$ cat src/rtl/chaotic_decryption_core.sv
// chaotic_decryption_core
// Receive-side chaotic stream decryptor. A key sets up a fixed-point
// logistic map. After a warm-up of k discarded steps, each ciphertext word
// is XORed with a keystream word taken from the map. After each word the map
// state is perturbed with alpha, so the encryption path and this block stay
// in lock-step.
//
// Handshake semantics (both data sides): a word moves on a rising edge where
// valid and ready are both high. The producer holds valid and its data
// stable until that edge. Ready may depend on state but never on the
// partner's valid. m_valid/m_plain are registered; s_ready is decoded from
// the current state only. A key strobe in the same cycle overrides any
// transfer, and that word is lost.

module chaotic_decryption_core #(
  parameter int DATA_WIDTH = 8,
  parameter int CNT_WIDTH  = 16
) (
  input  logic                      clk,
  input  logic                      rst,
  input  logic [4*DATA_WIDTH+1:0]   key,
  input  logic                      key_valid_in,
  input  logic [DATA_WIDTH-1:0]     s_cipher,
  input  logic                      s_valid,
  output logic                      s_ready,
  output logic [DATA_WIDTH-1:0]     m_plain,
  output logic                      m_valid,
  input  logic                      m_ready,
  output logic [CNT_WIDTH-1:0]      word_count,
  output logic [2:0]                fsm_state
);

  localparam int W  = DATA_WIDTH;
  localparam int PW = 3 * DATA_WIDTH;

  typedef enum logic [2:0] {
    IDLE   = 3'd0,
    WARMUP = 3'd1,
    READY  = 3'd2,
    GEN    = 3'd3,
    OUT    = 3'd4
  } state_t;

  state_t state, state_next;

  // Key fields as they arrive on the bus
  logic [1:0]   key_sel;
  logic [W-1:0] key_mu;
  logic [W-1:0] key_alpha;
  logic [W-1:0] key_y0;
  logic [W-1:0] key_k;

  assign key_sel   = key[1:0];
  assign key_mu    = key[W+1:2];
  assign key_alpha = key[2*W+1:W+2];
  assign key_y0    = key[3*W+1:2*W+2];
  assign key_k     = key[4*W+1:3*W+2];

  // Latched key and map state
  logic [1:0]   sel_r;
  logic [W-1:0] mu_r;
  logic [W-1:0] alpha_r;
  logic [W-1:0] x;
  logic [W-1:0] cnt;
  logic [1:0]   iter;
  logic [W-1:0] cipher_r;

  // Map step datapath
  logic [W-1:0]  x_comp;
  logic [PW-1:0] product;
  logic [W-1:0]  x_step;

  // FSM control strobes
  logic accept;
  logic gen_last;
  logic deliver;

  // One logistic-map step: x' = (mu * x * (2^W-1-x)) >> (2W-2).
  // mu is Q2.(W-2) and x*(2^W-1-x) peaks near 2^(2W-2), so the shifted
  // product never needs more than W bits; the top two bits are always zero.
  always_comb begin
    x_comp  = {W{1'b1}} - x;
    product = PW'(mu_r) * PW'(x) * PW'(x_comp);
    x_step  = product[3*W-3 -: W];
  end

  // State register
  always_ff @(posedge clk) begin
    if (rst) begin
      state <= IDLE;
    end else begin
      state <= state_next;
    end
  end

  // Next-state decode and handshake strobes; a key strobe overrides all
  always_comb begin
    state_next = state;
    accept     = 1'b0;
    gen_last   = 1'b0;
    deliver    = 1'b0;
    case (state)
      IDLE: begin
        state_next = IDLE;
      end
      WARMUP: begin
        // cnt is never zero here: k == 0 skips WARMUP entirely
        if (cnt == W'(1)) begin
          state_next = READY;
        end
      end
      READY: begin
        if (s_valid) begin
          accept     = 1'b1;
          state_next = GEN;
        end
      end
      GEN: begin
        if (iter == 2'd0) begin
          gen_last   = 1'b1;
          state_next = OUT;
        end
      end
      OUT: begin
        if (m_ready) begin
          deliver    = 1'b1;
          state_next = READY;
        end
      end
      default: begin
        state_next = IDLE;
      end
    endcase
    if (key_valid_in) begin
      accept     = 1'b0;
      gen_last   = 1'b0;
      deliver    = 1'b0;
      state_next = (key_k != '0) ? WARMUP : READY;
    end
  end

  // Ready is a pure function of state, never of s_valid
  assign s_ready   = (state == READY);
  assign fsm_state = state;

  // Key registers, map state, output word and delivered-word counter
  always_ff @(posedge clk) begin
    if (rst) begin
      sel_r      <= '0;
      mu_r       <= '0;
      alpha_r    <= '0;
      x          <= '0;
      cnt        <= '0;
      iter       <= '0;
      cipher_r   <= '0;
      m_plain    <= '0;
      m_valid    <= 1'b0;
      word_count <= '0;
    end else if (key_valid_in) begin
      sel_r      <= key_sel;
      mu_r       <= key_mu;
      alpha_r    <= key_alpha;
      x          <= key_y0;
      cnt        <= key_k;
      m_valid    <= 1'b0;
      word_count <= '0;
    end else begin
      case (state)
        WARMUP: begin
          // Warm-up steps advance the map but produce no keystream
          x   <= x_step;
          cnt <= cnt - W'(1);
        end
        READY: begin
          if (accept) begin
            cipher_r <= s_cipher;
            iter     <= sel_r;
          end
        end
        GEN: begin
          if (gen_last) begin
            // Keystream is the fresh map output; alpha perturbs the state
            // only after the keystream word has been taken
            m_plain <= cipher_r ^ x_step;
            m_valid <= 1'b1;
            x       <= x_step ^ alpha_r;
          end else begin
            x    <= x_step;
            iter <= iter - 2'd1;
          end
        end
        OUT: begin
          if (deliver) begin
            m_valid    <= 1'b0;
            word_count <= word_count + CNT_WIDTH'(1);
          end
        end
        default: begin
          x <= x;
        end
      endcase
    end
  end

endmodule

$ cat config.mk
export PLATFORM = sky130hd
export DESIGN_NAME = chaotic_decryption_core
export DESIGN_NICKNAME = d
export VERILOG_FILES = /design/src/rtl/chaotic_decryption_core.sv
export SDC_FILE = /design/constraint.sdc
export NUM_CORES = 1
export LEC_CHECK = 0
export ABC_AREA = 1
export CORE_MARGIN = 10
export CORE_UTILIZATION = 30
export CTS_CLUSTER_SIZE = 8
export DETAILED_ROUTE_END_ITERATION = 8
export GPL_TIMING_DRIVEN = 0
export SYNTH_ARGS = -nofsm -noshare
export SYNTH_HDL_FRONTEND = slang
export SYNTH_SLANG_ARGS = --single-unit
$ cat constraint.sdc
create_clock -name clk -period 16 [get_ports clk]
set_input_delay 3.2 -clock clk [delete_from_list [all_inputs] [get_ports clk]]
set_output_delay 3.2 -clock clk [all_outputs]
set_load 0.1 [all_outputs]
# Word-level counts from Yosys, hierarchy flattened
# Index checks and enable logic that the tools add are counted.
[classes]
reduce_logical = 13
addsub = 4
n_bitwise = 3
n_mux = 27
n_eq_ne = 13
n_mul = 2
[ops]
columns = ["operator", "n"]
rows = [
  ["8-bit two-way mux", 4],
  ["16-bit by 8-bit multiplier with 22-bit output", 1],
  ["16-bit by 1-bit adder with 16-bit output (second input constant)", 1],
  ["8-bit by 8-bit multiplier with 16-bit output", 1],
  ["8-bit one-hot mux with 2 select lines", 1],
  ["8-bit bitwise XOR", 2],
  ["3-bit two-way mux", 5],
  ["3-bit != test (second input constant)", 4],
  ["3-bit one-hot mux with 4 select lines", 1],
  ["1-bit two-way mux", 11],
  ["3-bit AND reduction", 3],
  ["8-bit by 1-bit equality test with 1-bit output (second input constant)", 1],
  ["4-bit AND reduction", 2],
  ["8-bit nonzero test", 1],
  ["8-bit by 1-bit subtractor with 8-bit output (second input constant)", 1],
  ["8-bit subtractor (first input constant)", 1],
  ["3-bit by 2-bit equality test with 1-bit output (second input constant)", 2],
  ["2-bit two-way mux", 3],
  ["2-bit != test (second input constant)", 3],
  ["2-bit nonzero test", 3],
  ["2-bit one-hot mux with 2 select lines", 1],
  ["3-bit by 1-bit equality test with 1-bit output (second input constant)", 1],
  ["3-bit equality test (second input constant)", 1],
  ["3-bit nonzero test", 1],
  ["7 further kinds", 7],
]
[word_totals]
input_bits = 47
out_inout_bits = 29
elab_cells = 73
register_bits = 72

# Logic depth before layout (Yosys ltp)
[depth]
word_depth = 7
mapped_depth = 45
ltp_nobuf = 44

# Worst setup path after synthesis
# Ideal clock, no wire load.
[synth_timing]
path_type = "register to register"
startpoint = "reg x[6]"
endpoint = "reg x[1]"
n_path_buf = 2
setup_time_ns = 0.132
t_required_ns = 15.868
stages_incl_launch_ff = 43
t_arrival_ns = 7.936
setup_slack_ns = 7.932
synth_period_minus_slack_ns = 8.068
path_cell_list = "dfxtp_1 clkbuf_1 clkbuf_1 nand2_1 fa_1 fa_1 inv_1 fa_1 inv_1 fa_1 inv_1 ha_1 nand2_1 nand2_1 nand2_1 nand2_1 a21oi_1 nor2_1 [... 7 more ...] inv_1 fa_1 fa_1 inv_1 fa_1 inv_1 ha_1 a21oi_1 o21ai_0 a21oi_1 nand2_1 or2_2 nand2_1 inv_1 o21ai_0 nand3_1 o211ai_1 a21oi_1"
[synth_between]
elab_chain_cells = 6
elab_cells_between_ends = 7
cone_classes = "add/sub (1); mul (2); mux (3); bitwise (1)"
[synth_lines]
columns = ["element", "line", "source"]
rows = [
  ["start: declaration", "63", "logic [W-1:0] x;"],
  ["start signal: assignment", "163", "x <= key_y0;"],
  ["start signal: assignment", "171", "x <= x_step;"],
  ["start signal: assignment", "186", "x <= x_step ^ alpha_r;"],
  ["8-bit by 8-bit multiplier with 16-bit output or 8-bit subtractor (tied branches)", "83, 82", ""],
  ["16-bit by 8-bit multiplier with 22-bit output (*)", "83", "product = PW'(mu_r) * PW'(x) * PW'(x_comp);"],
  ["8-bit bitwise XOR", "186", ""],
  ["8-bit two-way mux", "181", "if (gen_last) begin"],
  ["8-bit one-hot mux with 2 select lines (*)", "168", "case (state)"],
  ["8-bit two-way mux (*)", "159", "end else if (key_valid_in) begin"],
]
# Mark *: on every way between the ends. The rest lies on a longest branch, timed or not.
# A chain may end at the register's enable or synchronous reset.

# Worst setup path in the final report
[layout_timing]
startpoint = "reg x[6]"
endpoint = "reg x[5]"
# Same word-level chain as after synthesis.

==> impl_metrics.csv <==
group,metric,value,unit
logic_synthesis,async_flop_share,0,%
finish,area_growth,16.6,%
finish,layout.nets,1617,
worst_setup_path,crit_top_cell,"nand2_1",
min_path,hp-class,"flop to flop",
logic_synthesis,synth_fp_nets,1533,
worst_setup_path,cp.arrival,9930,ps
flow_run,maxCapViolations,0,
cts,postCtsSetupBuffers,0,
place,dp_hpwl,20.3,mm
grt,grt_pass1_vias,8218,
grt,grt_util_met1,16.3,%
sta,finalCriticalPeriod,9730,ps
route,drc,0,
route,postRouteWirelength,24.4,mm
worst_setup_path,cp.required,16200,ps
grt,grt_pass1_wl,41.1,mm
route,viasPerCell,4.60,
cts,cts_tree,"built",
sta,hold_viol,0,
worst_setup_path,r2r_setup_slack,6270,ps
route,wl_per_cell,13.8,um
place,place.gp.congestion,0.843,
worst_setup_path,max_stage_delay,570,ps
sta,max_slew_margin,32.2,%
grt,use_met2,21.1,%
logic_synthesis,synth_top_area_share,25.8,%
grt,met3_usage,4.25,%
finish,final_common_cell,"inv_1",
sta,period_share,60.8,%
sta,rsz0062_at_grt,"no",
floorplan,num_rows,63,
cts,cts_made_buffers,9,
worst_setup_path,cp-start-kind,"flop",
sta,max_freq,103,MHz
worst_setup_path,crit_slowest_cell,"clkbuf_1",
route,dr.pass1.iters,5,
cts,cts.clk_slew.worst_paths,60,ps
grt,grt_remaining_overflow,0,
route,ant_nets,0,
grt,grt_max_degree,13,
logic_synthesis,syn_inst,1294,
floorplan,die_area,38000,sq um
logic_synthesis,synth_edf_count,0,
sta,worst_slew_pin_slew,1010,ps
grt,gr-max-usage-layer,"met2",
cts,cts_sinks,72,
worst_setup_path,critPathCaptureType,"flop",
logic_synthesis,ys_types,42,
worst_setup_path,reg2reg_to,"x[5]$_SDFFE_PP0P_",
worst_setup_path,critPathLaunch,"x[6]$_SDFFE_PP0P_",
sta,setup_violations,0,
worst_setup_path,crit_end,"x[5]$_SDFFE_PP0P_",
grt,gr-usage-all-layers,12.9,%
logic_synthesis,yosysSeqAreaShare,15.7,%
logic_synthesis,synth_flop_cell,"dfxtp_1",
run_status,status,"finished, final reports clean",
grt,antenna_found_initial,3,
floorplan,fp.coreArea,29900,sq um
finish,layout_common_cells,"inv_1, nand2_1, nor2_1",
worst_setup_path,r2r_start,"x[6]$_SDFFE_PP0P_",
worst_setup_path,critPathKind,"flop to flop",
route,vias,8168,
logic_synthesis,syn-cell-area,9170,sq um
floorplan,die_x,195,um
sta,finalSetupTns,0,ps
logic_synthesis,yosysWarnings,0,
logic_synthesis,synth_seq_cells,72,
floorplan,initial_core_util,30.7,%
worst_setup_path,reg2reg_depth,40,
cts,cts_resized,0,
cts,cts_hold_buf,0,
finish,final_layout_size_suffix_gt1_share,2.53,%
sta,slew_violations,0,
sta,clock_skew,6.11,ps
logic_synthesis,synth_top_cell_by_area,"fa_1",
logic_synthesis,avgSynthCellArea,7.09,sq um
floorplan,fp.dieH,195,um
cts,clk_path_buf_depth,2,
cts,htreeDepth,3,
floorplan,io_pins,76,
cts,root_buffer,"clkbuf_16",
worst_setup_path,cp_max_fo,10,
place,portBuffers,73,
logic_synthesis,synthTopCellsByArea,"fa_1, dfxtp_1, inv_1",
route,drt_iter0_drc,521,
cts,clk_latency,340,ps
[state kept, by name (all words and copies together) (netlist names)]
register,count
sel_r,2
mu_r,8
x,8
m_plain,8
word_count,16
fsm_state,3
m_valid,1
alpha_r,8
cipher_r,8
iter,2
cnt,8
[cells by family after synthesis]
kind of cell | share of synthesized area, %
DFF | 15.7
xor gates and xnor gates | 2.01
AOI/OAI and AO/OA | 8.84
buffers and inverters | 14.5
and+or+nand+nor | 23.1
adders and majority gates | 35.9
[area by class of cell]
cell class | count | area, sq um
Timing Repair Buffer | 73 | 731
Clock buffer | 11 | 243
Fill cell | 3193 | 19200
Tap cell | 390 | 488
Clock inverter | 5 | 56.3
Antenna cell | 1 | 2.50
Inverter | 311 | 1170
Sequential cell | 72 | 1440
Buffer | 43 | 165
Multi-Input combinational cell | 868 | 6400
[Yosys cell counts, drive strengths merged, types with 3 or more instances]
cell and number:
nor2 175, dfxtp 72, o221ai 5, nand3b 3, inv 310, a21o 3
ha 74, nand2 257, buf 5, nor3 15, o21ai 41, xnor2 12
o21a 3, a31oi 10, or2 4, fa 118, a211oi 4, nand3 42
a21oi 66, o211ai 8, xor2 9, nand4 7, clkbuf 38, nor4 6
[per-stage QoR]
step           hold WS, ps  instances  utilization (%)  setup WS [ps]  instance area, sq um
4_1_cts                457       1773             35.8           6290                 10700
3_5_place_dp           447       1757             34.8           6300                 10400
5_1_grt                482       1773             35.8           5610                 10700
3_3_place_gp           444       1757             34.8           6440                 10400
6_report               456       1774             35.8           6270                 10700
2_1_floorplan          434       1294                -           7930                  9170
[critical path: cells and delay by family, from the launching register on]
family / cells / cell delay, ps
simple gates: 14 / 1640
fa+ha+maj: 10 / 4620
compound gates: 4 / 780
buf+inv: 10 / 1590
xor+xnor: 2 / 630
flops: 1 / 320
[how the worst min path moves through the flow]
| stage | depth (start not counted) | slack (ps) | start | to |
|---|---|---|---|---|
| floorplan | 2 | 430 | alpha_r[2]$_SDFFE_PP0P_ | alpha_r[2]$_SDFFE_PP0P_ |
| global placement | 2 | 440 | alpha_r[6]$_SDFFE_PP0P_ | alpha_r[6]$_SDFFE_PP0P_ |
| detailed placement | 2 | 450 | alpha_r[6]$_SDFFE_PP0P_ | alpha_r[6]$_SDFFE_PP0P_ |
| CTS | 2 | 460 | alpha_r[6]$_SDFFE_PP0P_ | alpha_r[6]$_SDFFE_PP0P_ |
| global route | 2 | 480 | alpha_r[7]$_SDFFE_PP0P_ | alpha_r[7]$_SDFFE_PP0P_ |
| finish | 2 | 460 | alpha_r[3]$_SDFFE_PP0P_ | alpha_r[3]$_SDFFE_PP0P_ |
[per-layer routing]
| metal | vias up | part of all wire, % |
|---|---|---|
| met4 | 4 | 0.87 |
| li1 | 4072 | - |
| met1 | 3865 | 44 |
| met2 | 207 | 46 |
| met5 | - | 0.10 |
| met3 | 20 | 8.9 |
Power is left out: the tool's default activity adds up to more than one toggle a clock period on the data nets, which glitch-free logic cannot reach.
